$ cat src/rtl/hs4_pkg.sv
// hs4_pkg: shared definitions for the 4-phase REQ/ACK receiver slice.
//   hs4_state_t - handshake FSM states (IDLE waits for a request, ACK holds
//                 the acknowledge until the request is released).
//   HS4_DATA_W  - default word width, shared with the matching initiator.
//   hs4PtrW()   - FIFO pointer width: address bits plus one wrap bit.
package hs4_pkg;

    localparam int HS4_DATA_W = 32;

    typedef enum logic {
        IDLE = 1'b0,
        ACK  = 1'b1
    } hs4_state_t;

    function automatic int hs4PtrW(input int depth);
        return $clog2(depth) + 1;
    endfunction

endpackage

$ cat src/rtl/hs4_sync_fifo.sv
// hs4_sync_fifo: single-clock first-word-fall-through FIFO.
//   clk, rst  - clock, asynchronous active-high reset (empties the FIFO)
//   push      - write pushData this edge (ignored while full)
//   pushData  - word to write
//   pop       - drop the head word this edge (ignored while empty)
//   full      - no free entry (registered occupancy)
//   empty     - no stored entry
//   head      - oldest stored word, reads 0 while empty
// DEPTH must be a power of two, at least 2.
module hs4_sync_fifo
    import hs4_pkg::*;
#(
    parameter int DATA_W = HS4_DATA_W,
    parameter int DEPTH  = 4
) (
    input  logic              clk,
    input  logic              rst,
    input  logic              push,
    input  logic [DATA_W-1:0] pushData,
    input  logic              pop,
    output logic              full,
    output logic              empty,
    output logic [DATA_W-1:0] head
);

    // AW address bits; bit AW of each pointer is the wrap flag.
    localparam int AW = hs4PtrW(DEPTH) - 1;

    logic [AW:0]       wrPtr;
    logic [AW:0]       rdPtr;
    logic [DATA_W-1:0] mem [DEPTH];
    logic              doPush;
    logic              doPop;

    assign doPush = push & ~full;
    assign doPop  = pop & ~empty;

    always_ff @(posedge clk or posedge rst) begin
        if (rst) begin
            wrPtr <= '0;
            rdPtr <= '0;
        end else begin
            if (doPush) wrPtr <= wrPtr + 1'b1;
            if (doPop)  rdPtr <= rdPtr + 1'b1;
        end
    end

    // Storage needs no reset: the pointers decide what is visible.
    always_ff @(posedge clk) begin
        if (doPush) mem[wrPtr[AW-1:0]] <= pushData;
    end

    // Same address with differing wrap bits means the writer lapped the reader.
    assign empty = (wrPtr == rdPtr);
    assign full  = (wrPtr[AW] != rdPtr[AW]) && (wrPtr[AW-1:0] == rdPtr[AW-1:0]);
    assign head  = empty ? '0 : mem[rdPtr[AW-1:0]];

endmodule

$ cat src/rtl/hs4_rx_fifo.sv
// hs4_rx_fifo: 4-phase REQ/ACK responder feeding a valid/ready FIFO output.
//   clk, rst   - single clock; asynchronous active-high reset
//   req_in     - upstream request level (4-phase)
//   data_in    - upstream word, stable while req_in is high
//   ack_out    - acknowledge to upstream
//   dout       - FIFO head word (0 while empty)
//   dout_valid - FIFO not empty
//   dout_ready - downstream takes dout this cycle
//   rx_count   - words accepted since reset, wraps
//   proto_err  - sticky: request withdrawn while stalled, or data changed
//                while acknowledged
// Optional: HS4_RX_REQ_SYNC_EN puts req_in through a 2-flop synchronizer,
// adding two edges to both capture and release latency.
module hs4_rx_fifo
    import hs4_pkg::*;
#(
    parameter int DATA_W = HS4_DATA_W,
    parameter int DEPTH  = 4,
    parameter int CNT_W  = 16
) (
    input  logic              clk,
    input  logic              rst,
    input  logic              req_in,
    input  logic [DATA_W-1:0] data_in,
    output logic              ack_out,
    output logic [DATA_W-1:0] dout,
    output logic              dout_valid,
    input  logic              dout_ready,
    output logic [CNT_W-1:0]  rx_count,
    output logic              proto_err
);

    hs4_state_t        state;
    hs4_state_t        nextState;
    logic              reqS;
    logic              push;
    logic              full;
    logic              empty;
    logic              stalled;
    logic              withdrawn;
    logic              dataChanged;
    logic [DATA_W-1:0] capWord;

`ifdef HS4_RX_REQ_SYNC_EN
    logic [1:0] reqSync;

    always_ff @(posedge clk or posedge rst) begin
        if (rst) reqSync <= '0;
        else     reqSync <= {reqSync[0], req_in};
    end

    assign reqS = reqSync[1];
`else
    assign reqS = req_in;
`endif

    always_ff @(posedge clk or posedge rst) begin
        if (rst) state <= IDLE;
        else     state <= nextState;
    end

    // full is the occupancy registered before this edge, so a pop on the
    // same edge cannot make room for a push; that push lands next cycle.
    always_comb begin
        nextState = state;
        case (state)
            IDLE:    if (reqS && !full) nextState = ACK;
            ACK:     if (!reqS)         nextState = IDLE;
            default: nextState = IDLE;
        endcase
    end

    // ack_out is a pure state decode, so it drops the moment rst asserts.
    always_comb begin
        ack_out = (state == ACK);
        push    = (state == IDLE) && reqS && !full;
    end

    // With the synchronizer, req_s lags req_in; once upstream drops req_in it
    // may legally change data_in, so the data check also needs the live level.
    assign withdrawn   = (state == IDLE) && stalled && !reqS;
    assign dataChanged = (state == ACK) && reqS && req_in && (data_in != capWord);

    always_ff @(posedge clk or posedge rst) begin
        if (rst) begin
            rx_count  <= '0;
            capWord   <= '0;
            stalled   <= 1'b0;
            proto_err <= 1'b0;
        end else begin
            if (push) begin
                rx_count <= rx_count + CNT_W'(1);
                capWord  <= data_in;
            end
            // A request seen in IDLE but refused because the FIFO was full.
            stalled <= (state == IDLE) && reqS && full;
            if (withdrawn || dataChanged) proto_err <= 1'b1;
        end
    end

    assign dout_valid = ~empty;

    hs4_sync_fifo #(
        .DATA_W (DATA_W),
        .DEPTH  (DEPTH)
    ) u_fifo (
        .clk      (clk),
        .rst      (rst),
        .push     (push),
        .pushData (data_in),
        .pop      (dout_valid & dout_ready),
        .full     (full),
        .empty    (empty),
        .head     (dout)
    );

endmodule

$ cat config.mk
export PLATFORM = sky130hd
export DESIGN_NAME = hs4_rx_fifo
export DESIGN_NICKNAME = d
export VERILOG_FILES = /design/src/rtl/hs4_pkg.sv /design/src/rtl/hs4_sync_fifo.sv /design/src/rtl/hs4_rx_fifo.sv
export SDC_FILE = /design/constraint.sdc
export NUM_CORES = 1
export LEC_CHECK = 0
export ABC_AREA = 1
export BUFFER_PORTS_ARGS = -buffer_cell sky130_fd_sc_hd__buf_2
export CAP_MARGIN = 15
export CORE_UTILIZATION = 50
export DETAILED_ROUTE_END_ITERATION = 12
export PLACE_DENSITY = 0.7
export SYNTH_ARGS = -nofsm -noshare
export SYNTH_HDL_FRONTEND = slang
export SYNTH_HIERARCHICAL = 1
export SYNTH_SLANG_ARGS = --single-unit
$ cat constraint.sdc
create_clock -name clk -period 6.1 [get_ports clk]
set_clock_uncertainty 0.15 [all_clocks]
set_input_delay 0.61 -clock clk [delete_from_list [all_inputs] [get_ports clk]]
set_output_delay 0.61 -clock clk [all_outputs]
set_load 0.02 [all_outputs]
==> results.yml <==
synth:
  syn_nets: 835
  synthMuxAreaShare: 0
  ys_seq_area_frac: 0.648
  synth-seq-cells: 185
  synthSimpleGateAreaFrac: 0.173
  synth_compound_area_frac: 0.0654
  synth.distinct_cells: 27
  synthesis.area_um2: 8130
  synth_top_family_by_area: "simple AND/OR/NAND/NOR gates"
  yosysWarnings: 6
  synth.avg_cell_area_um2: 10.2
  synth_fa_ha_area_frac: 0.00924
  synth_xor_area_frac: 0.0409
  synth_cells: 793
critical_path:
  r2r_slack_ns: 2.93
  cp.depth: 7
  reg2reg_from: "u_fifo/rdPtr[1]$_DFFE_PP0P_"
  critPathLaunch: "u_fifo/rdPtr[1]$_DFFE_PP0P_"
  r2r_end: "u_fifo/mem[0][30]$_DFFE_PP_"
  cp_num_buf_inv: 3
  path_delay_family: "simple AND/OR/NAND/NOR gates"
  cp_max_fo: 67
  crit_required_ns: 5.34
  path_common_cell: "nand2_1"
  crit_end: "dout[17]"
  cp_cell_sequence: "buf_4 -> nand2_1 -> nand2_1 -> nand3_4 -> nand2_1 -> inv_1 -> buf_2"
  max_stage_delay_ns: 0.53
  worstSetupPathType: "register to output pin"
  cp_slowest_cell: "buf_4"
  worstPathArrival_ns: 2.51
  reg2reg_depth: 11
  crit_path_end_kind: "output pin"
  start_kind: "register"
placement:
  io_buffers: 86
  place_ws_ns: 2.93
  dp.final_hpwl_um: 10200
  finalWeightedCongestion: 0.749
global_routing:
  grt_first_pass_wirelength_um: 26200
  grt_pass1_vias: 5129
  grt_max_degree: 68
  grt_usage: 0.211
  grt_overflow: 0
  antenna_found_initial: 0
floorplanning:
  dieWidth_um: 129
  rows: 46
  io_pins: 87
  initial_core_util: 0.512
  core_area_um2: 15900
  fp.dieH_um: 129
  dieArea_um2: 16800
clock_tree:
  cts.sinks: 185
  cts.clk_slew.worst_paths_ns: 0.06
  cts_tree: "yes"
  cts-root-buf: "clkbuf_16"
  clk_latency_ns: 0.42
  cts_resized: 0
  numCtsBuffers: 17
  cts_setup_buffers: 0
  clk_path_buf_depth: 2
  htreeDepth: 4
final_layout:
  fin_nets: 918
  syn2layout_area_growth_pct: 14.2
  multi_input_area_um2: 2360
  final_cell_mix: "203 x nand2_1, 128 x edfxtp_1, 111 x nor2_1"
  drive_above_1_share: 0.159
  layout_commonest_cell: "nand2_1"
  antenna_cells: 0
  seq_area_um2: 5270
  nFillCells: 1383
  finalCoreUtilization: 0.584
power_and_ir_drop:
  leakagePower_nw: 4.10
  ir_drop_v: 0.000271
  p_per_area_nw_per_um2: 503
  p_total_mw: 4.66
route:
  detail_route.wl_per_cell_um: 14.8
  drt-met1-wl_um: 7050
  finalWirelength_um: 16400
  dr_total_vias: 5401
  met3WireLength_um: 845
  vias_per_cell: 4.89
  drcViolationCount: 0
  met2WireLength_um: 8090
  ant_nets: 0
  top_layer_used: "met4"
  drtPass1Iterations: 4
  drt-initial-drc-count: 446
sta:
  hold_violations: 0
  drv_slew: 0
  finalSetupViolCount: 0
  max_freq_mhz: 306
  tns_ns: 0
  rsz0062_at_grt: "false"
  relSlewSlack: 0.284
  min_period_over_period: 0.537
  period_needed_ns: 3.27
  worst_pin_slew_ns: 1.07
  setup_ws_ns: 2.83
run:
  drv_cap: 0
min_path:
  hp-class: "primary input to register"
run_status:
  status: "finished clean"
-- cell usage after synthesis --
cell type	count	area, um2
nor3_4	1	16.3
nand2_1	203	762
xor2_1	11	96.3
nand2_2	1	6.26
buf_4	2	15.0
nand4_1	1	6.26
o21ai_1	16	80.1
xnor2_1	27	236
nand2_4	3	33.8
nor3_2	1	10.0
a31oi_1	1	6.26
buf_2	15	75.1
dfrtp_1	57	1430
ha_1	6	75.1
nand3_1	11	55.1
clkbuf_1	5	18.8
nor2_1	114	428
edfxtp_1	128	3840
o21ai_0	89	445
inv_1	82	308
nand3_4	2	35.0
nor3_1	4	20.0
buf_6	8	90.1
nand3_2	2	20.0
nor2_4	1	11.3
inv_2	1	3.75
buf_1	1	3.75
-- worst min-delay path by stage --
stage | startpoint | endpoint | slack, ns | cells after the start
after CTS | data_in[30] | u_fifo/mem[0][30]$_DFFE_PP_ | 0.28 | 1
final | data_in[12] | u_fifo/mem[2][12]$_DFFE_PP_ | 0.30 | 1
after global placement | rx_count[15]$_DFFE_PP0P_ | rx_count[15]$_DFFE_PP0P_ | 0.31 | 1
after floorplan | rst | u_fifo/rdPtr[0]$_DFFE_PP0P_ | 0.25 | 1
after global routing | data_in[12] | u_fifo/mem[2][12]$_DFFE_PP_ | 0.28 | 1
after detailed placement | rx_count[15]$_DFFE_PP0P_ | rx_count[15]$_DFFE_PP0P_ | 0.31 | 1
-- where the power goes --
| group | internal [mW] | switching [mW] | leakage [nW] |
|---|---|---|---|
| combinational | 0.573 | 1.27 | 1.97 |
| clock | 0.581 | 0.453 | 0.269 |
| sequential | 1.65 | 0.142 | 1.87 |
-- sequential cells by signal (all words and copies together) (netlist names) --
register      flops
u_fifo/mem      128
capWord          32
rx_count         16
u_fifo/rdPtr      3
u_fifo/wrPtr      3
ack_out           1
proto_err         1
stalled           1
-- stage by stage --
stage	cells	cell area (um2)	hold WS, ns
3_5_place_dp	1072	8710	0.312
5_1_grt	1105	9280	0.283
6_report	1105	9280	0.298
3_3_place_gp	1072	8710	0.308
4_1_cts	1105	9280	0.278
2_1_floorplan	793	8130	0.251
-- timing repair --
item                                   in CTS  in global routing
setup endpoints to repair                   0                  0
hold buffers                                1                  0
endpoints found under the hold margin       1                  0
-- logic make-up after synthesis --
logic type,after synthesis
compound gates,106
simple gates,344
xor+xnor,38
fa+ha+maj,6
buf+inv,114
flops,185
-- area by class of cell --
class                      count  area share
clock buffer                  24      0.0542
multi-input combinational    494       0.254
sequential                   185       0.568
clock inverter                 8     0.00647
tap                          216      0.0291
inverter                      83      0.0336
timing repair buffer          95      0.0539
-- layer usage --
metal,GRT usage,vias up
li1,-,2720
met1,0.264,2520
met2,0.348,135
met3,0.0467,26
met4,0.107,0
met5,0,-
Note: power is estimated with default switching activity, not from simulation.
